$ cat src/rtl/nn_pkg.sv
// nn_pkg: shared types and constants for the NN MAC datapath.
package nn_pkg;
   typedef enum logic {ACC = 1'b0, OUT = 1'b1} nn_state_e;
   localparam int NN_WIDTH = 5;
   function automatic longint acc_max(input int w);
      return (longint'(1) <<< (w - 1)) - 1;
   endfunction
   function automatic longint acc_min(input int w);
      return -(longint'(1) <<< (w - 1));
   endfunction
endpackage

$ cat src/rtl/nn_sat_add.sv
// nn_sat_add: adds a sign-extended product to an accumulator and clamps the
// sum to the signed ACC_WIDTH range, flagging when a clamp happens.
module nn_sat_add import nn_pkg::*; #(
   parameter int ACC_WIDTH  = 16,
   parameter int PROD_WIDTH = 10
) (
   input  logic signed [ACC_WIDTH-1:0]  acc,
   input  logic signed [PROD_WIDTH-1:0] prod,
   output logic signed [ACC_WIDTH-1:0]  sum,
   output logic                         sat
);
   localparam logic signed [ACC_WIDTH-1:0] MAX_V = ACC_WIDTH'(acc_max(ACC_WIDTH));
   localparam logic signed [ACC_WIDTH-1:0] MIN_V = ACC_WIDTH'(acc_min(ACC_WIDTH));
   logic signed [ACC_WIDTH:0] raw;
   always_comb begin
      raw = {acc[ACC_WIDTH-1], acc} + {{(ACC_WIDTH + 1 - PROD_WIDTH){prod[PROD_WIDTH-1]}}, prod};
      // Both operands fit ACC_WIDTH bits, so overflow shows as the top two bits disagreeing.
      sat = raw[ACC_WIDTH] != raw[ACC_WIDTH-1];
      sum = !sat ? raw[ACC_WIDTH-1:0] : raw[ACC_WIDTH] ? MIN_V : MAX_V;
   end
endmodule

$ cat src/rtl/nn_mac_neuron.sv
// nn_mac_neuron: handshaked streaming signed MAC with saturation, one result per
// in_last-framed vector. Define NN_MAC_RELU_EN to clamp negative results to 0.
module nn_mac_neuron import nn_pkg::*; #(
   parameter int WIDTH     = NN_WIDTH,
   parameter int ACC_WIDTH = 16,
   parameter int CNT_WIDTH = 8
) (
   input  logic                        clk,
   input  logic                        rst_n,
   input  logic                        in_valid,
   output logic                        in_ready,
   input  logic signed [WIDTH-1:0]     in_a,
   input  logic signed [WIDTH-1:0]     in_b,
   input  logic                        in_last,
   output logic                        out_valid,
   input  logic                        out_ready,
   output logic signed [ACC_WIDTH-1:0] out_data,
   output logic [CNT_WIDTH-1:0]        out_count,
   output logic                        out_sat
);
   localparam int PW = 2 * WIDTH;
   nn_state_e state_q, state_d;
   logic signed [ACC_WIDTH-1:0] acc_q, acc_d, sum, res, out_data_q, out_data_d;
   logic [CNT_WIDTH-1:0] cnt_q, cnt_d, cnt_inc, out_count_q, out_count_d;
   logic sat_q, sat_d, add_sat, out_sat_q, out_sat_d, out_valid_q, out_valid_d;
   logic beat, take, latch;
   logic signed [PW-1:0] prod;

   assign prod = PW'(in_a) * PW'(in_b);

   nn_sat_add #(.ACC_WIDTH(ACC_WIDTH), .PROD_WIDTH(PW)) u_add (
      .acc  (acc_q),
      .prod (prod),
      .sum  (sum),
      .sat  (add_sat)
   );

   always_comb begin
      beat    = in_valid && state_q == ACC;
      take    = state_q == OUT && out_ready;
      latch   = beat && in_last;
      cnt_inc = &cnt_q ? cnt_q : cnt_q + CNT_WIDTH'(1);
`ifdef NN_MAC_RELU_EN
      res = sum[ACC_WIDTH-1] ? '0 : sum;
`else
      res = sum;
`endif
      acc_d       = take ? '0 : beat ? sum : acc_q;
      cnt_d       = take ? '0 : beat ? cnt_inc : cnt_q;
      sat_d       = take ? 1'b0 : beat ? (sat_q | add_sat) : sat_q;
      out_data_d  = latch ? res : out_data_q;
      out_count_d = latch ? cnt_inc : out_count_q;
      out_sat_d   = latch ? (sat_q | add_sat) : out_sat_q;
      out_valid_d = latch | (out_valid_q & ~take);
      state_d     = latch ? OUT : take ? ACC : state_q;
   end

   always_ff @(posedge clk or negedge rst_n) begin
      if (!rst_n) begin
         state_q     <= ACC;
         acc_q       <= '0;
         cnt_q       <= '0;
         sat_q       <= 1'b0;
         out_data_q  <= '0;
         out_count_q <= '0;
         out_sat_q   <= 1'b0;
         out_valid_q <= 1'b0;
      end else begin
         state_q     <= state_d;
         acc_q       <= acc_d;
         cnt_q       <= cnt_d;
         sat_q       <= sat_d;
         out_data_q  <= out_data_d;
         out_count_q <= out_count_d;
         out_sat_q   <= out_sat_d;
         out_valid_q <= out_valid_d;
      end
   end

   assign in_ready  = state_q == ACC;
   assign out_valid = out_valid_q;
   assign out_data  = out_data_q;
   assign out_count = out_count_q;
   assign out_sat   = out_sat_q;
endmodule

$ cat config.mk
export PLATFORM = sky130hd
export DESIGN_NAME = nn_mac_neuron
export DESIGN_NICKNAME = d
export VERILOG_FILES = /design/src/rtl/nn_pkg.sv /design/src/rtl/nn_sat_add.sv /design/src/rtl/nn_mac_neuron.sv
export SDC_FILE = /design/constraint.sdc
export NUM_CORES = 1
export LEC_CHECK = 0
export ABC_AREA = 1
export CAP_MARGIN = 10
export CORE_MARGIN = 4
export CORE_UTILIZATION = 36
export CTS_CLUSTER_SIZE = 25
export DETAILED_ROUTE_END_ITERATION = 8
export HOLD_SLACK_MARGIN = 0.05
export PLACE_DENSITY = 0.59
export SLEW_MARGIN = 10
export SYNTH_ARGS = -nofsm -noshare
export SYNTH_HDL_FRONTEND = slang
export SYNTH_SLANG_ARGS = --single-unit
$ cat constraint.sdc
create_clock -name clk -period 4.6 [get_ports clk]
set_input_delay 0.46 -clock clk [delete_from_list [all_inputs] [get_ports clk]]
set_output_delay 0.46 -clock clk [all_outputs]
set_load 0.005 [all_outputs]
==> results of run 1 <==
-- routing by layer --
metal / track usage, % / vias up / wire length, microns
met5: 0 / - / 0
met4: 2.169 / 0 / 81
met3: 1.996 / 9 / 307
met2: 26.69 / 67 / 5240
met1: 20.92 / 1864 / 4973
li1: - / 1964 / -
-- final cells by class --
type	count	area [sq um]	area share, %
sequential	52	1301	21.40
inverter	103	386.6	6.359
clock inverter	3	18.77	0.3087
multi-input combinational	419	3134	51.55
clock buffer	5	125.1	2.058
tap	172	215.2	3.540
timing repair buffer	102	898.4	14.78
-- through the flow --
step,setup WS (ns),std cells,cell area (sq um),TNS [ns],hold slack [ns]
6_report,0.2704,856,6080,0,0.2856
5_1_grt,-0.001546,856,6080,-0.001546,0.3448
4_1_cts,0.0005032,853,5928,0,0.3160
3_5_place_dp,-0.5094,844,5705,-16.31,0.4650
3_3_place_gp,-0.4882,844,5705,-15.34,0.4653
2_1_floorplan,0.04446,581,4695,0,0.1644
-- critical path, stage by stage --
cell and delay, ns:
clkdlybuf4s50_1 0.48, nand2_1 0.07, fa_1 0.46, fa_1 0.52, inv_1 0.06, fa_1 0.53
inv_1 0.06, fa_2 0.58, inv_2 0.05, ha_4 0.26, nand2_1 0.04, nand2_1 0.06
nand3b_1 0.08, nand2_2 0.08, nand2_2 0.08, nand2_2 0.10, nand2_2 0.07, nand2_4 0.12
nand2_8 0.12, nand2_4 0.07, nand2_2 0.05, nand2_1 0.06, nand2_1 0.05
-- layout by cell type (no fill, tap or decap), drive strengths merged, types with 3 or more instances in the layout --
cell type | Yosys | routed
nand2 | 242 | 244
inv | 103 | 103
buf | 4 | 62
dfrtp | 52 | 52
fa | 46 | 46
ha | 34 | 34
clkdlybuf4s50 | 0 | 31
nor2 | 20 | 20
o21ai | 15 | 15
nand3 | 15 | 15
a21oi | 11 | 11
dlymetal6s2s | 0 | 9
o22ai | 8 | 8
xor2 | 7 | 7
nand4 | 5 | 5
xnor2 | 5 | 5
clkbuf | 5 | 5
clkinv | 0 | 3
-- worst paths after layout --
kind	startpoint	to	slack [ns]	depth (start not counted)
worst max-delay path	in_a[1]	acc_q[11]	0.27	23
worst min-delay path	rst_n	acc_q[1]	0.29	2
worst max register to register	acc_q[14]	acc_q[11]	0.60	19
worst min register to register	out_count[3]	out_count[3]	0.48	2
max in group asynchronous	rst_n	acc_q[13]	3.87	2
min in group clk	out_count[3]	out_count[3]	0.48	2
-- state kept, by name (all words and copies together) (netlist names) --
register,cells
out_valid,1
acc_q,16
out_sat,1
sat_q,1
out_data,16
out_count,8
state_q,1
cnt_q,8
-- cells in the mapped netlist (2+ instances only) --
cell type and n:
nand2_1 211, inv_1 99, dfrtp_1 52, fa_1 46
ha_1 34, nand2_2 20, nor2_1 18, o21ai_0 14
nand3_1 13, nand2_4 11, a21oi_1 10, o22ai_1 8
xor2_1 7, clkbuf_1 5, nand4_1 5, xnor2_1 5
inv_2 4, and2_1 2, buf_4 2, nand3_2 2
o21bai_1 2
-- kinds of logic after synthesis --
kind of cell,after synthesis
AO/OA/AOI/OAI,37
flip-flops,52
AND/OR/NAND/NOR,288
adder cells (fa/ha/maj),80
buffers and inverters,112
XOR/XNOR,12
-- repair_timing --
action                     CTS  global route
pin swaps                    6            13
buffers inserted             0             2
resized for setup           12            28
gates cloned                 1             1
hold buffers                 0             0
setup endpoints to repair   32            34
==> flow_summary.ini, run 1 <==
[finish]
finalNetCount = 778
diodes = 0
final_util_pct = 47.98
drive_above_1_share_pct = 19.88
fillCellCount = 1254
area_growth_pct = 29.50

[floorplan]
die_height_microns = 122.2
dieArea_sq_um = 14930
row_count = 41
num_io_pins = 42
die_w_microns = 122.2
core_area_sq_um = 12670
start_util_pct = 37.05

[timing]
period_share_pct = 94.12
drv_slew = 0
skew_ns = 0.005693
slew_headroom_pct = 55.73
hold_violations = 0
report.final.setup_viol = 0
fmax_ghz = 0.2310
worstMarginPinSlew_ns = 0.6641
layout_min_cycle_time_ns = 4.330

[run_status]
status = completed

[logic_synthesis]
muxShareOfSynthArea_pct = 0
ys.flop_type = dfrtp_1
yosys.area_share.simple_pct = 27.27
ys_types = 32
synth_compound_area_share_pct = 4.478
synth-edff-count = 0
yosysWarningCount = 0
avgSynthCellArea_sq_um = 8.080
ys_ff_latch = 52
synth_top_family_by_area = adder cells
synthXorXnorAreaFrac_pct = 2.239
synth_area_leaders = dfrtp_1, fa_1, nand2_1
synth_top_area_cell = dfrtp_1
async_flop_share_pct = 100.0
syn_inst = 581
synthAdderAreaFrac_pct = 28.68
netlist_area_sq_um = 4695
yosysSeqAreaShare_pct = 27.72
synth_nets = 676
synth.top_cell.area_share_pct = 27.72

[setup_path]
crit_fanout = 8
startpoint_type = input port
setup.worst_path.class = in -> reg
cp-end-kind = flip-flop
worstPathArrival_ns = 4.51
worstPathRequired_ns = 4.78

[global_route]
antenna_found_initial = 0
track_usage_pct = 15.33
grt_max_degree = 53
grt_overflow_total = 0
grt_pass1_wl_mm = 18.74
grt_pass1_vias = 4179

[min_path]
hold_class = in -> async

[drt]
wire_per_inst_microns = 12.39
drc = 0
vias = 3904
dr.pass1.iters = 5
drt_iter0_drc = 184
ant_nets = 0
vias_per_cell = 4.561
wl_mm = 10.60

[clock_tree]
cts_buffer_depth = 2
clock_latency_ns = 0.29
cts_root_buf = clkbuf_16
htreeDepth = 2
cts_inserted_buffers = 5
clkTransAtPathRegs_ns = 0.07
cts_num_sinks = 52
cts_tree = done

[placed_design]
post-dp-hpwl_mm = 8.456
port_buffers = 41
routabilityCongestion = 0.8817

[run]
drv_cap = 0
Power of run 1 is left out: the tool's default activity adds up to more than one toggle a clock period on the data nets, which glitch-free logic cannot reach.
==> run 2, diff against run 1 <==
- CORE_UTILIZATION: 36 -> 48
- CTS_CLUSTER_DIAMETER: default -> 60
- PLACE_DENSITY: 0.59 -> 0.73
- RECOVER_POWER: default -> 100
==> run 2 against run 1 <==
  * The run now ends with capacitance limit, slew limit left
  * Utilization increased by 16 points
  * Cell count fell by 4.9%
  * Cell area decreased by 1.6%
  * Hold slack better by 0.20 ns
  * Maximum frequency is 0.57% lower
  * Wire length is 4.1% higher
  * Setup slack got worse by 0.025 ns
  * First-iteration DRC count is 13% higher
==> flow_summary.ini, run 2 (synthesis gave the netlist of run 1 again) <==
[run_status]
violations = capacitance limit, slew limit
status = complete, but fails checks

[timing]
drv_slew = 53
tns_ns = 0
worstMarginPinSlew_ns = 2.792
fmax_ghz = 0.2297
slew_headroom_pct = -86.14
skew_ns = 0.007378
hold_violations = 0
period_share_pct = 94.66
layout_min_cycle_time_ns = 4.354
rsz0062_at_grt = false
report.final.setup_viol = 0

[floorplan]
dieArea_sq_um = 11430
row_count = 35
start_util_pct = 50.09
num_io_pins = 42
core_area_sq_um = 9371
die_height_microns = 106.9
die_w_microns = 106.9

[global_route]
track_usage_pct = 20.50
grt_use_met1_pct = 27.27
busiest_layer = met2
grt_pass1_wl_mm = 19.05
grt_max_degree = 53
grt_pass1_vias = 4223
grt_overflow_total = 0
use_met2_pct = 36.56
antenna_found_initial = 0
gr-usage-met3_pct = 2.468

[drt]
vias = 3974
drt_iter0_drc = 208
wl_mm = 11.04
dr.pass1.iters = 4
vias_per_cell = 4.882
ant_nets = 0
drc = 0
wire_per_inst_microns = 13.57

[placed_design]
routabilityCongestion = 0.8958
port_buffers = 41
post-dp-hpwl_mm = 8.859
placed_area_sq_um = 5682
dpl.cell_count = 805

[setup_path]
setup.worst_path.class = in -> reg
worstPathRequired_ns = 4.80
r2r-end = out_data[1]
startpoint_type = input port
cp-end-kind = flip-flop
reg2regPathDepth = 21
reg2reg_setup_slack_ns = 0.57
crit_start = in_b[3]
worstPathArrival_ns = 4.56
endpoint = out_data[1]
worstReg2RegStart = acc_q[13]
crit_fanout = 8

[clock_tree]
cts_inserted_buffers = 5
cts_buffer_depth = 2
clock_latency_ns = 0.30
cts_root_buf = clkbuf_8
cts_tree = done
htreeDepth = 2
cts_num_sinks = 52
clkTransAtPathRegs_ns = 0.09
post_cts_buffers = 0

[finish]
diodes = 0
final_common_cell = nand2_1
area_growth_pct = 27.37
final_cell_mix = nand2_1, inv_1, buf_4, dfrtp_1, fa_1
drive_above_1_share_pct = 19.71
finalNetCount = 780
stdcell_area_sq_um = 5979
fillCellCount = 817
fin_cells = 814

[run]
drv_cap = 1

[min_path]
hold_class = reg -> reg
## run 2: cell types whose count changed in the layout (fill, tap and decap cells not counted), sizes merged
cell | before | now
clkinv | 3 | 0
dlymetal6s2s | 9 | 5
clkdlybuf4s50 | 31 | 6
dlygate4sd3 | 0 | 28
dlygate4sd2 | 0 | 1
clkbuf | 5 | 9
## run 2: metrics by stage
step	setup slack [ns]	util, %	hold WS [ns]
after floorplan	0.04446	-	0.1644
after global placement	-0.4655	60.63	0.4650
after detailed placement	-0.5435	60.63	0.4655
after CTS	0.02021	62.60	0.2893
after global routing	0.01702	63.81	0.5051
final	0.2455	63.81	0.4864
## run 2: area by class of cell
type | count | area, sq um | area share (%)
well taps | 129 | 161.4 | 2.699
repair buffers | 104 | 894.6 | 14.96
clock buffers | 7 | 96.34 | 1.611
flip-flops and latches | 52 | 1301 | 21.76
multi-input cells | 419 | 3139 | 52.50
inverters | 103 | 386.6 | 6.466
## run 2: routing by layer
layer	part of all wire [%]	wire [microns]
met1	45	4991
met4	1.0	112
met3	2.2	242
met2	52	5696
met5	0	0
## run 2: how the worst min path moves through the flow
stage                    to         start  cells after the start  slack [ns]
3_3_place_gp    out_data[0]   out_data[0]                      2        0.47
3_5_place_dp   out_data[12]  out_data[12]                      2        0.47
6_report        out_data[4]   out_data[4]                      2        0.49
2_1_floorplan      acc_q[0]         rst_n                      0        0.16
4_1_cts            acc_q[1]         rst_n                      2        0.29
5_1_grt               sat_q         sat_q                      2        0.51
## run 2: critical path: stages
cell and delay, ns:
clkdlybuf4s50_1 0.48, buf_4 0.12, nand2_1 0.06, o21ai_0 0.14, ha_4 0.27, buf_4 0.17
fa_1 0.51, fa_1 0.51, ha_1 0.32, ha_2 0.38, nand2_1 0.09, nor2_2 0.16
and2_4 0.16, nand2_2 0.06, nand3_2 0.07, nand2_1 0.09, nand2_4 0.14, nand2_8 0.10
nand2_1 0.07, nand2_1 0.06, nand2_1 0.07, nand2_1 0.05
## run 2: what timing repair did
item	CTS	global route
hold buffers	0	0
resized for setup	14	33
endpoints found under the setup margin	32	34
hold endpoints to repair	0	0
cloned	2	0
pin swaps	9	13
Power of run 2 is left out for the same reason.
==> run 3, diff against run 2 <==
--- a/config.mk
+++ b/config.mk
@@ -9,4 +9,6 @@
 export CAP_MARGIN = 10
+export CELL_PAD_IN_SITES_DETAIL_PLACEMENT = 0
+export CELL_PAD_IN_SITES_GLOBAL_PLACEMENT = 1
 export CORE_MARGIN = 4
-export CORE_UTILIZATION = 48
+export CORE_UTILIZATION = 44
 export CTS_CLUSTER_DIAMETER = 60
@@ -15,3 +17,3 @@
 export HOLD_SLACK_MARGIN = 0.05
-export PLACE_DENSITY = 0.73
+export PLACE_DENSITY = 0.86
 export RECOVER_POWER = 100
--- a/constraint.sdc
+++ b/constraint.sdc
@@ -3,2 +3,2 @@
 set_output_delay 0.46 -clock clk [all_outputs]
-set_load 0.005 [all_outputs]
+set_load 0.1 [all_outputs]
==> run 3 against run 2 <==
  * The flow still finishes with violations (capacitance limit, slew limit)
  * Maximum frequency decreased by 0.99%
  * Clock skew about the same
  * Die area increased by 8.4%
  * Highest routed layer unchanged
==> flow_summary.ini, run 3 (synthesis gave the netlist of run 1 again) <==
[timing]
rsz0062_at_grt = false
report.final.setup_viol = 0
skew_ns = 0.007510
hold_violations = 0
slew_headroom_pct = -88.61
drv_slew = 53
period_share_pct = 95.61
layout_min_cycle_time_ns = 4.398
worstMarginPinSlew_ns = 2.829
fmax_ghz = 0.2274

[finish]
fin_cells = 821
diodes = 0
final_cell_mix = nand2_1, inv_1, buf_4, dfrtp_1, fa_1
drive_above_1_share_pct = 20.15
final_common_cell = nand2_1
area_growth_pct = 29.48
stdcell_area_sq_um = 6078
finalNetCount = 779

[setup_path]
reg2regPathDepth = 21
cp-end-kind = flip-flop
setup.worst_path.class = in -> reg
crit_start = in_a[3]
worstPathArrival_ns = 4.61
startpoint_type = input port
worstReg2RegStart = acc_q[13]
crit_fanout = 8
worstPathRequired_ns = 4.81
reg2reg_setup_slack_ns = 0.56
r2r-end = acc_q[0]

[drt]
ant_nets = 0
wl_mm = 11.26
dr.pass1.iters = 4
vias = 3963
wire_per_inst_microns = 13.72
drc = 0
drt_iter0_drc = 274
vias_per_cell = 4.827

[global_route]
grt_pass1_vias = 4070
grt_max_degree = 53
grt_pass1_wl_mm = 19.21
grt_overflow_total = 0
track_usage_pct = 18.65
antenna_found_initial = 0

[min_path]
min_to = out_data[1]
hold_class = reg -> reg
hold_path_startpoint = out_data[1]
holdPathStages = 2

[clock_tree]
clock_latency_ns = 0.31
cts_tree = done
htreeDepth = 2
clkTransAtPathRegs_ns = 0.10
cts_hold_buf = 0
cts_inserted_buffers = 5
cts_buffer_depth = 2
cts_root_buf = clkbuf_8
cts_num_sinks = 52

[floorplan]
start_util_pct = 45.27
die_w_microns = 111.3
dieArea_sq_um = 12390
row_count = 37
core_area_sq_um = 10370
num_io_pins = 42
die_height_microns = 111.3

[placed_design]
post-dp-hpwl_mm = 8.759
placed_area_sq_um = 5675
dpl.cell_count = 810
port_buffers = 41
routabilityCongestion = 0.8781

[run_status]
violations = capacitance limit, slew limit
status = complete, but fails checks

[run]
drv_cap = 1
-- run 3: cell type report --
class	count	area [sq um]
Multi-Input combinational cell	419	3208
Inverter	103	386.6
Clock inverter	2	38.79
Fill cell	934	4292
Sequential cell	52	1301
Tap cell	136	170.2
Clock buffer	6	82.58
Timing Repair Buffer	103	890.9
-- run 3: worst max-delay path, stage by stage --
cell and delay (ns):
clkdlybuf4s50_1 0.42, nand2_1 0.07, inv_1 0.05, fa_1 0.47, inv_1 0.05, fa_1 0.53
inv_1 0.05, fa_1 0.50, inv_2 0.04, fa_1 0.60, inv_2 0.06, ha_4 0.26
nand2_1 0.04, nand2_1 0.06, nand3b_1 0.09, nand2_2 0.11, nand2_4 0.08, nand2_4 0.08
nand2_2 0.06, nand2_4 0.13, nand2_8 0.13, nand2_2 0.08, nand2_1 0.06, nand2_1 0.06
nand2_1 0.06
-- run 3: worst max path at each step --
stage                         to
CTS                  out_data[1]
floorplan            out_data[6]
global route            acc_q[1]
global placement    out_data[10]
detailed placement  out_data[10]
finish                  acc_q[0]
-- run 3: what timing repair did --
item                       in CTS  in global routing
setup endpoints to repair      32                 34
pin swaps                       7                 19
gates resized for setup         9                 43
cloned                          1                  1
buffers inserted                1                  0
-- run 3: per-stage QoR --
stage               util, %  setup WS, ns  TNS, ns  hold WS [ns]
floorplan                 -       0.04109        0        0.1644
global placement      54.73       -0.5426   -15.64        0.4661
detailed placement    54.73       -0.5518   -17.02        0.4650
CTS                   56.53      0.006126        0        0.2759
global route          58.61      0.008848        0        0.5092
finish                58.61        0.2019        0        0.4809
-- run 3: per-layer routing --
| metal | routed length [microns] | part of all wire [%] | global-route usage [%] | up-vias |
|---|---|---|---|---|
| met4 | 190 | 1.7 | 4.298 | 0 |
| met5 | 0 | 0 | 0 | - |
| met2 | 5638 | 50 | 32.57 | 64 |
| met1 | 5064 | 45 | 24.60 | 1920 |
| li1 | - | - | - | 1962 |
| met3 | 367 | 3.3 | 2.566 | 17 |
Power of run 3 is left out for the same reason.
